==> src/rtl/vdp_palette_rgb.sv <==
// VDP RGB palette RAM: CPU two-byte palette write port with auto-incrementing
// pointer, registered video read port, and a post-reset default palette loader.
module vdp_palette_rgb #(
    parameter int ADDR_BITS = 8,
    parameter int CH_BITS   = 3
) (
    input  logic                 CLK,
    input  logic                 RESET_N,
    input  logic                 PAL_ADR_WE,
    input  logic [ADDR_BITS-1:0] PAL_ADR_DATA,
    input  logic                 PAL_WR,
    input  logic [7:0]           PAL_DATA,
    output logic [ADDR_BITS-1:0] PAL_PTR,
    output logic                 PAL_BUSY,
    input  logic [ADDR_BITS-1:0] VID_ADR,
    output logic [CH_BITS-1:0]   VID_R,
    output logic [CH_BITS-1:0]   VID_G,
    output logic [CH_BITS-1:0]   VID_B
);

    localparam int ENTRIES = 1 << ADDR_BITS;
    localparam int W       = 3 * CH_BITS;

    typedef enum logic [1:0] {ST_INIT, ST_FIRST, ST_SECOND} state_t;

    state_t               state_reg, state_next;
    logic [ADDR_BITS-1:0] init_cnt_reg, init_cnt_next;
    logic [ADDR_BITS-1:0] ptr_reg, ptr_next;
    logic [CH_BITS-1:0]   r_reg, r_next;
    logic [CH_BITS-1:0]   b_reg, b_next;
    logic                 wr_en;
    logic [ADDR_BITS-1:0] wr_addr;
    logic [W-1:0]         wr_data;
    logic [W-1:0]         vid_rgb_reg;
    logic [W-1:0]         mem [ENTRIES];
    logic                 unused_data_bits;

    assign unused_data_bits = &{1'b0, PAL_DATA};

    // MSX default palette as octal {R,G,B}; widened channels get a zero LSB.
    function automatic logic [W-1:0] default_rgb(input logic [ADDR_BITS-1:0] idx);
        logic [8:0]         rgb9;
        logic [CH_BITS-1:0] r, g, b;
        rgb9 = '0;
        if (32'(idx) < 32'd16) begin
            case (4'(idx))
                4'd2:    rgb9 = 9'o161;
                4'd3:    rgb9 = 9'o373;
                4'd4:    rgb9 = 9'o117;
                4'd5:    rgb9 = 9'o237;
                4'd6:    rgb9 = 9'o511;
                4'd7:    rgb9 = 9'o267;
                4'd8:    rgb9 = 9'o711;
                4'd9:    rgb9 = 9'o733;
                4'd10:   rgb9 = 9'o661;
                4'd11:   rgb9 = 9'o664;
                4'd12:   rgb9 = 9'o141;
                4'd13:   rgb9 = 9'o625;
                4'd14:   rgb9 = 9'o555;
                4'd15:   rgb9 = 9'o777;
                default: rgb9 = 9'o000;
            endcase
        end
        r = CH_BITS'(rgb9[8:6]) << (CH_BITS - 3);
        g = CH_BITS'(rgb9[5:3]) << (CH_BITS - 3);
        b = CH_BITS'(rgb9[2:0]) << (CH_BITS - 3);
        return {r, g, b};
    endfunction

    always_ff @(posedge CLK or negedge RESET_N) begin
        if (!RESET_N) begin
            state_reg    <= ST_INIT;
            init_cnt_reg <= '0;
            ptr_reg      <= '0;
            r_reg        <= '0;
            b_reg        <= '0;
        end else begin
            state_reg    <= state_next;
            init_cnt_reg <= init_cnt_next;
            ptr_reg      <= ptr_next;
            r_reg        <= r_next;
            b_reg        <= b_next;
        end
    end

    always_comb begin
        state_next    = state_reg;
        init_cnt_next = init_cnt_reg;
        ptr_next      = ptr_reg;
        r_next        = r_reg;
        b_next        = b_reg;
        wr_en         = 1'b0;
        wr_addr       = ptr_reg;
        wr_data       = {r_reg, PAL_DATA[CH_BITS-1:0], b_reg};
        case (state_reg)
            ST_INIT: begin
                wr_en         = 1'b1;
                wr_addr       = init_cnt_reg;
                wr_data       = default_rgb(init_cnt_reg);
                init_cnt_next = init_cnt_reg + ADDR_BITS'(1);
                if (init_cnt_reg == ADDR_BITS'(ENTRIES - 1))
                    state_next = ST_FIRST;
            end
            ST_FIRST, ST_SECOND: begin
                // A pointer load takes priority and abandons any half-written pair.
                if (PAL_ADR_WE) begin
                    ptr_next   = PAL_ADR_DATA;
                    r_next     = '0;
                    b_next     = '0;
                    state_next = ST_FIRST;
                end else if (PAL_WR) begin
                    if (state_reg == ST_FIRST) begin
                        r_next     = PAL_DATA[4+CH_BITS-1:4];
                        b_next     = PAL_DATA[CH_BITS-1:0];
                        state_next = ST_SECOND;
                    end else begin
                        wr_en      = 1'b1;
                        ptr_next   = ptr_reg + ADDR_BITS'(1);
                        state_next = ST_FIRST;
                    end
                end
            end
            default: state_next = ST_INIT;
        endcase
    end

    always_ff @(posedge CLK) begin
        if (wr_en)
            mem[wr_addr] <= wr_data;
    end

    // Read-before-write: a same-index collision returns the previous contents.
    always_ff @(posedge CLK or negedge RESET_N) begin
        if (!RESET_N)
            vid_rgb_reg <= '0;
        else
            vid_rgb_reg <= mem[VID_ADR];
    end

    assign VID_R    = vid_rgb_reg[W-1:2*CH_BITS];
    assign VID_G    = vid_rgb_reg[2*CH_BITS-1:CH_BITS];
    assign VID_B    = vid_rgb_reg[CH_BITS-1:0];
    assign PAL_PTR  = ptr_reg;
    assign PAL_BUSY = (state_reg == ST_INIT);

endmodule

==> config.mk <==
export PLATFORM = sky130hd
export DESIGN_NAME = vdp_palette_rgb
export DESIGN_NICKNAME = d
export VERILOG_FILES = /design/src/rtl/vdp_palette_rgb.sv
export SDC_FILE = /design/constraint.sdc
export NUM_CORES = 2
export LEC_CHECK = 0
export ABC_CLOCK_PERIOD_IN_PS = 17200
export BUFFER_PORTS_ARGS = -buffer_cell sky130_fd_sc_hd__buf_4
export CORE_MARGIN = 1
export CORE_UTILIZATION = 50
export CTS_CLUSTER_SIZE = 16
export DETAILED_ROUTE_END_ITERATION = 10
export PLACE_DENSITY = 0.69
export SYNTH_ARGS = -nofsm -noshare
export SYNTH_HDL_FRONTEND = slang
export SYNTH_SLANG_ARGS = --single-unit
==> constraint.sdc <==
create_clock -name CLK -period 17.2 [get_ports CLK]
set_input_delay 0.86 -clock CLK [delete_from_list [all_inputs] [get_ports CLK]]
set_output_delay 0.86 -clock CLK [all_outputs]
set_load 0.02 [all_outputs]
== Word level (Yosys, flattened, before mapping) ==
Memories as Yosys holds them, arrays and structs flattened. A register that Yosys moved wholly into a read port is not among the register bits.
Cells that the tools add are included.
Word-level totals
  memories kept: 2
  bits in read-only memories: 144
  output and inout port bits: 18
  RAM bits: 2304
  bits in registers: 24
  bits of input ports: 28
Operators by class
  add/subtract/negate cells: 2
  $lt $le $gt $ge: 1
  reductions and logical operators: 8
  multiplexer cells: 23
  equality and inequality tests: 6
Memories
  mem: words 256, width 9, rd ports 1, clocked after memory_dff 1, write ports 1, RTL line 35  | logic [W-1:0] mem [ENTRIES];
  (no name shown): words 16, width 9, rd ports 1, clocked after memory_dff 0, write ports 0, RTL line 46  | case (4'(idx))
Operator list (count)
  $mux W8: 4
  $mux W3: 6
  $mux W9: 2
  $add A8 B1 Y8 const B: 2
  $eq A8 B8 Y1 const B: 1
  $lt A8 B5 Y1 const B: 1
  $mux W2: 4
  $reduce_and A3 Y1: 2
  $mux W1: 5
  $pmux W2 S2: 1
  $reduce_bool A2 Y1: 2
  $ne A3 B3 Y1 const B: 1
  $eq A2 B1 Y1 const B: 1
  $eq A2 B2 Y1 const B: 1
  $logic_not A2 Y1: 1
  $ne A2 B1 Y1 const B: 1
  $ne A2 B2 Y1 const B: 1
  $pmux W1 S2: 1
  $reduce_and A2 Y1: 1
  $reduce_or A2 Y1: 1
  $logic_not A1 Y1: 1

== Logic depth before layout (Yosys ltp) ==
  depth in word-level cells: 7
  depth in mapped cells: 12
  mapped depth without buffers: 8

== Worst setup path after synthesis ==
OpenSTA, ideal clock, no wires.
  path kind: register -> register
  start: register state_reg[0]
  end: memory mem[0][0] in the netlist's numbering, data pin
  buffers on the path: 5
  slack: 3426 ps
  cell stages (with the launch flop): 9
  arrival: 11587 ps
  cell sequence: dfrtp_1 inv_1 ha_1 buf_2 buf_2 buf_2 buf_1 buf_1 o21ai_0
On the way
  longest elaborated chain between the ends: 2
Ends and longest elaborated chain
  start, declared: RTL line 26  | state_t state_reg, state_next;
  start signal, assigned: RTL line 78  | state_reg <= state_next;
  $logic_not A2 Y1
  named net PAL_BUSY: RTL line 14  | output logic PAL_BUSY,
  $mux W9: RTL line 95  | case (state_reg)
  named net wr_data[0]: RTL line 33  | logic [W-1:0] wr_data;
  end, declared: RTL line 35
The timed path passes the listed nets, and every way through them passes these cells.

==> run_results.csv <==
group,metric,value,unit
worst_setup_path,crit_path_end_kind,"flop",
synthesis,ys_warn_count,0,
synthesis,postSynth.asyncResetShare,0.0141,
placement,place_area,93700,sq um
synthesis,synth_seq_cells,2337,
cts,clk_pin_slew,0.07,ns
timing,max_freq,179,MHz
worst_setup_path,cpPeakStageDelay,0.79,ns
final_layout,largest_reg_flops,2304,
worst_setup_path,r2r_slack,12.38,ns
cts,cts-hold-fix-buffers,0,
worst_setup_path,required,17.92,ns
outcome,outcome,"completed",
routing,wl_met2,101000,um
worst_setup_path,path_cells,"buf_8 > buf_4 > buf_4 > buf_4 > buf_4 > mux4_2 > a22oi_1 > nand2_1 > a22oi_1 > o211ai_1 > and4_1",
routing,wl_met3,18600,um
timing,rsz0062_at_grt,"no",
timing,relSlewSlack,0.178,
floorplanning,io_pins,46,
worst_setup_path,start_kind,"input pin",
floorplanning,die_area,184000,sq um
worst_setup_path,worst-path-buf-inv,5,
hold_path,hold_path.class,"in -> async",
placement,numPortBuffers,43,
synthesis,synth.area.top_cells,"edfxtp_1 76%, mux4_2 12%, mux2i_1 1.9%, a22oi_1 1.6%, nor2_1 1.2%",
routing,first_pass_iters,6,
power_and_ir_drop,p_per_area,111,nW/um^2
worst_setup_path,worst-path-max-fanout,46,
worst_setup_path,cp_common_cell,"buf_4",
routing,post_drt_via_cell_ratio,6.32,
timing,hold_violations,0,
final_layout,area_growth,10.5,%
cts,cts_made_buffers,212,
floorplanning,core,181000,sq um
routing,routed_wirelength,211000,um
worst_setup_path,r2r-end,"mem[200][2]$_DFFE_PP_",
power_and_ir_drop,peakVddDrop,84.9,uV
cts,clk-insertion-delay-late,0.85,ns
routing,num_vias,44557,
timing,setup_viol,0,
synthesis,yosysUniqueCellTypes,69,
timing,tightest_slew,1.23,ns
timing,tns,0,ns
global_routing,grt_pass1_vias,44419,
worst_setup_path,cpMaxStageDelayCell,"buf_4",
timing,clock_skew,0.0342,ns
synthesis,syn_area_per_cell,20.5,sq um
cts,postCtsSetupRepairBufs,0,
synthesis,ys.flop_type,"edfxtp_1",
routing,drcViolationCount,0,
worst_setup_path,worstRegToRegCells,5,
routing,drt-met1-wl,84900,um
worst_setup_path,worst_ep_arrival_time,6.31,ns
global_routing,grt_usage,0.230,
routing,ant_nets,0,
global_routing,antenna_found_initial,4,
floorplanning,die_h,428,um
floorplanning,die_w,428,um
synthesis,synth_edf_count,2304,
worst_setup_path,r2r-start,"init_cnt_reg[6]$_DFFE_PN0P_",
cts,cts_resized,0,
final_layout,drive_gt1_frac,0.207,
power_and_ir_drop,power.leakage,30.2,nW
cts,root_buffer,"clkbuf_16",
final_layout,layout.cells.non_filler,7048,
cts,cts_max_level,4,
floorplanning,rows,156,
timing,drv_slew,0,
final_layout,nets,4545,
cts,cts.sinks,2337,
cts,cts_tree,"yes",
timing,fin_crit_sh,0.325,
global_routing,grt_overflow_total,0,
placement,dp.cells,6659,
placement,dpl.hpwl,124000,um
synthesis,yosysSeqAreaShare,0.770,
final_layout,fin_area,101000,sq um
placement,routabilityCongestion,0.842,
global_routing,grt_max_degree,221,
synthesis,yosys.area.top_type_share,0.761,
cts,clk_path_buf_depth,3,
synthesis,synth_area,90900,sq um
floorplanning,initial_core_util,0.503,
routing,wl_per_cell,30.0,um
synthesis,synth_top_area_cell,"edfxtp_1",
worst_setup_path,critPathTopFamily,"buffers and inverters",
global_routing,grt_pass1_wl,308000,um
routing,highest_layer,"met5",
power_and_ir_drop,p_total,11.1,mW
routing,drt-initial-drc-count,5703,
synthesis,syn_nets,4473,
timing,period_needed,5.59,ns
run,max-cap-violations,0,
synthesis,syn_inst,4431,
worst_setup_path,path_class,"in -> reg",
==> per-layer routing <==
metal	vias to the layer above	GRT usage
li1	18589	-
met1	23619	0.330
met2	2016	0.361
met3	327	0.0441
met4	6	0.0736
met5	-	0
==> placed cells by master, fill, tap and decap left out, drive strengths merged, types with 25 or more instances in the layout <==
master	Yosys	layout
nor3	34	34
nand3	25	25
inv	21	25
nand2	103	103
edfxtp	2304	2304
a21oi	107	107
clkinv	0	91
clkbuf	138	265
mux4	486	486
buf	143	139
a22oi	191	191
o221ai	40	40
nor2	297	297
o22ai	34	34
a221oi	34	34
dfrtp	33	33
o21ai	61	61
mux2i	169	169
a22o	25	25
==> Yosys cell counts (34+ instances only) <==
master and number:
o22ai_1 34, a21oi_1 107, mux4_2 486, nor3_1 34, clkbuf_1 137, mux2i_1 169
edfxtp_1 2304, nor2_1 297, a22oi_1 191, o21ai_0 47, a221oi_1 34, buf_2 56
nand2_1 103, o221ai_1 40
==> logic make-up (layout without fill, tap and decap cells) <==
group                    count (synthesis)  in the layout  share of synthesized area
AO/OA/AOI/OAI                          558            558                     0.0433
adder cells (fa/ha/maj)                 14             14                    0.00193
multiplexers                           660            660                      0.140
flip-flops                            2337           2337                      0.770
XOR/XNOR                                 8              8                   0.000770
other                                    0              1                          0
AND/OR/NAND/NOR                        552            552                     0.0269
buffers and inverters                  302            548                     0.0176
==> metrics by stage <==
stage | hold WS [ns] | setup WS (ns) | utilization
2_1_floorplan | 0.466 | 3.43 | -
3_3_place_gp | 0.485 | 10.66 | 0.519
3_5_place_dp | 0.487 | 10.68 | 0.519
4_1_cts | 0.00744 | 11.56 | 0.556
5_1_grt | 0.0486 | 11.25 | 0.556
6_report | 0.0416 | 11.61 | 0.556
==> cell type report <==
cell class | count | area (sq um)
multi-input cells | 1792 | 19500
fillers | 13229 | 80200
well taps | 2370 | 2970
flip-flops and latches | 2337 | 70000
repair buffers | 139 | 1130
diodes | 1 | 2.50
clock inverters | 123 | 1160
inverters | 21 | 78.8
clock buffers | 265 | 5640
==> worst max path at each step <==
| stage | start | endpoint | slack (ns) | cells past startpoint |
|---|---|---|---|---|
| final | VID_ADR[0] | vid_rgb_reg[2]$_DFF_PN0_ | 11.61 | 11 |
| after global routing | VID_ADR[0] | vid_rgb_reg[2]$_DFF_PN0_ | 11.25 | 11 |
| after CTS | VID_ADR[0] | vid_rgb_reg[2]$_DFF_PN0_ | 11.56 | 11 |
| after detailed placement | VID_ADR[0] | vid_rgb_reg[2]$_DFF_PN0_ | 10.68 | 11 |
| after global placement | VID_ADR[0] | vid_rgb_reg[2]$_DFF_PN0_ | 10.66 | 11 |
| after floorplan | state_reg[0]$_DFFE_PN0P_ | mem[0][0]$_DFFE_PP_ | 3.43 | 8 |
==> power by group <==
group	internal, mW	leakage (nW)	switching, mW	total (mW)
logic	0.103	6.22	0.196	0.299
clock network	2.61	3.30	2.03	4.64
registers	6.16	20.6	0.00768	6.17
==> worst register-to-register path, cell delays in order (launching register included) <==
cell,delay [ns]
dfrtp_1,0.47
nor4_1,0.86
nand2_1,0.56
o22ai_4,0.83
buf_4,0.80
buf_4,0.84
No activity file was read; power rests on OpenSTA's default activity.
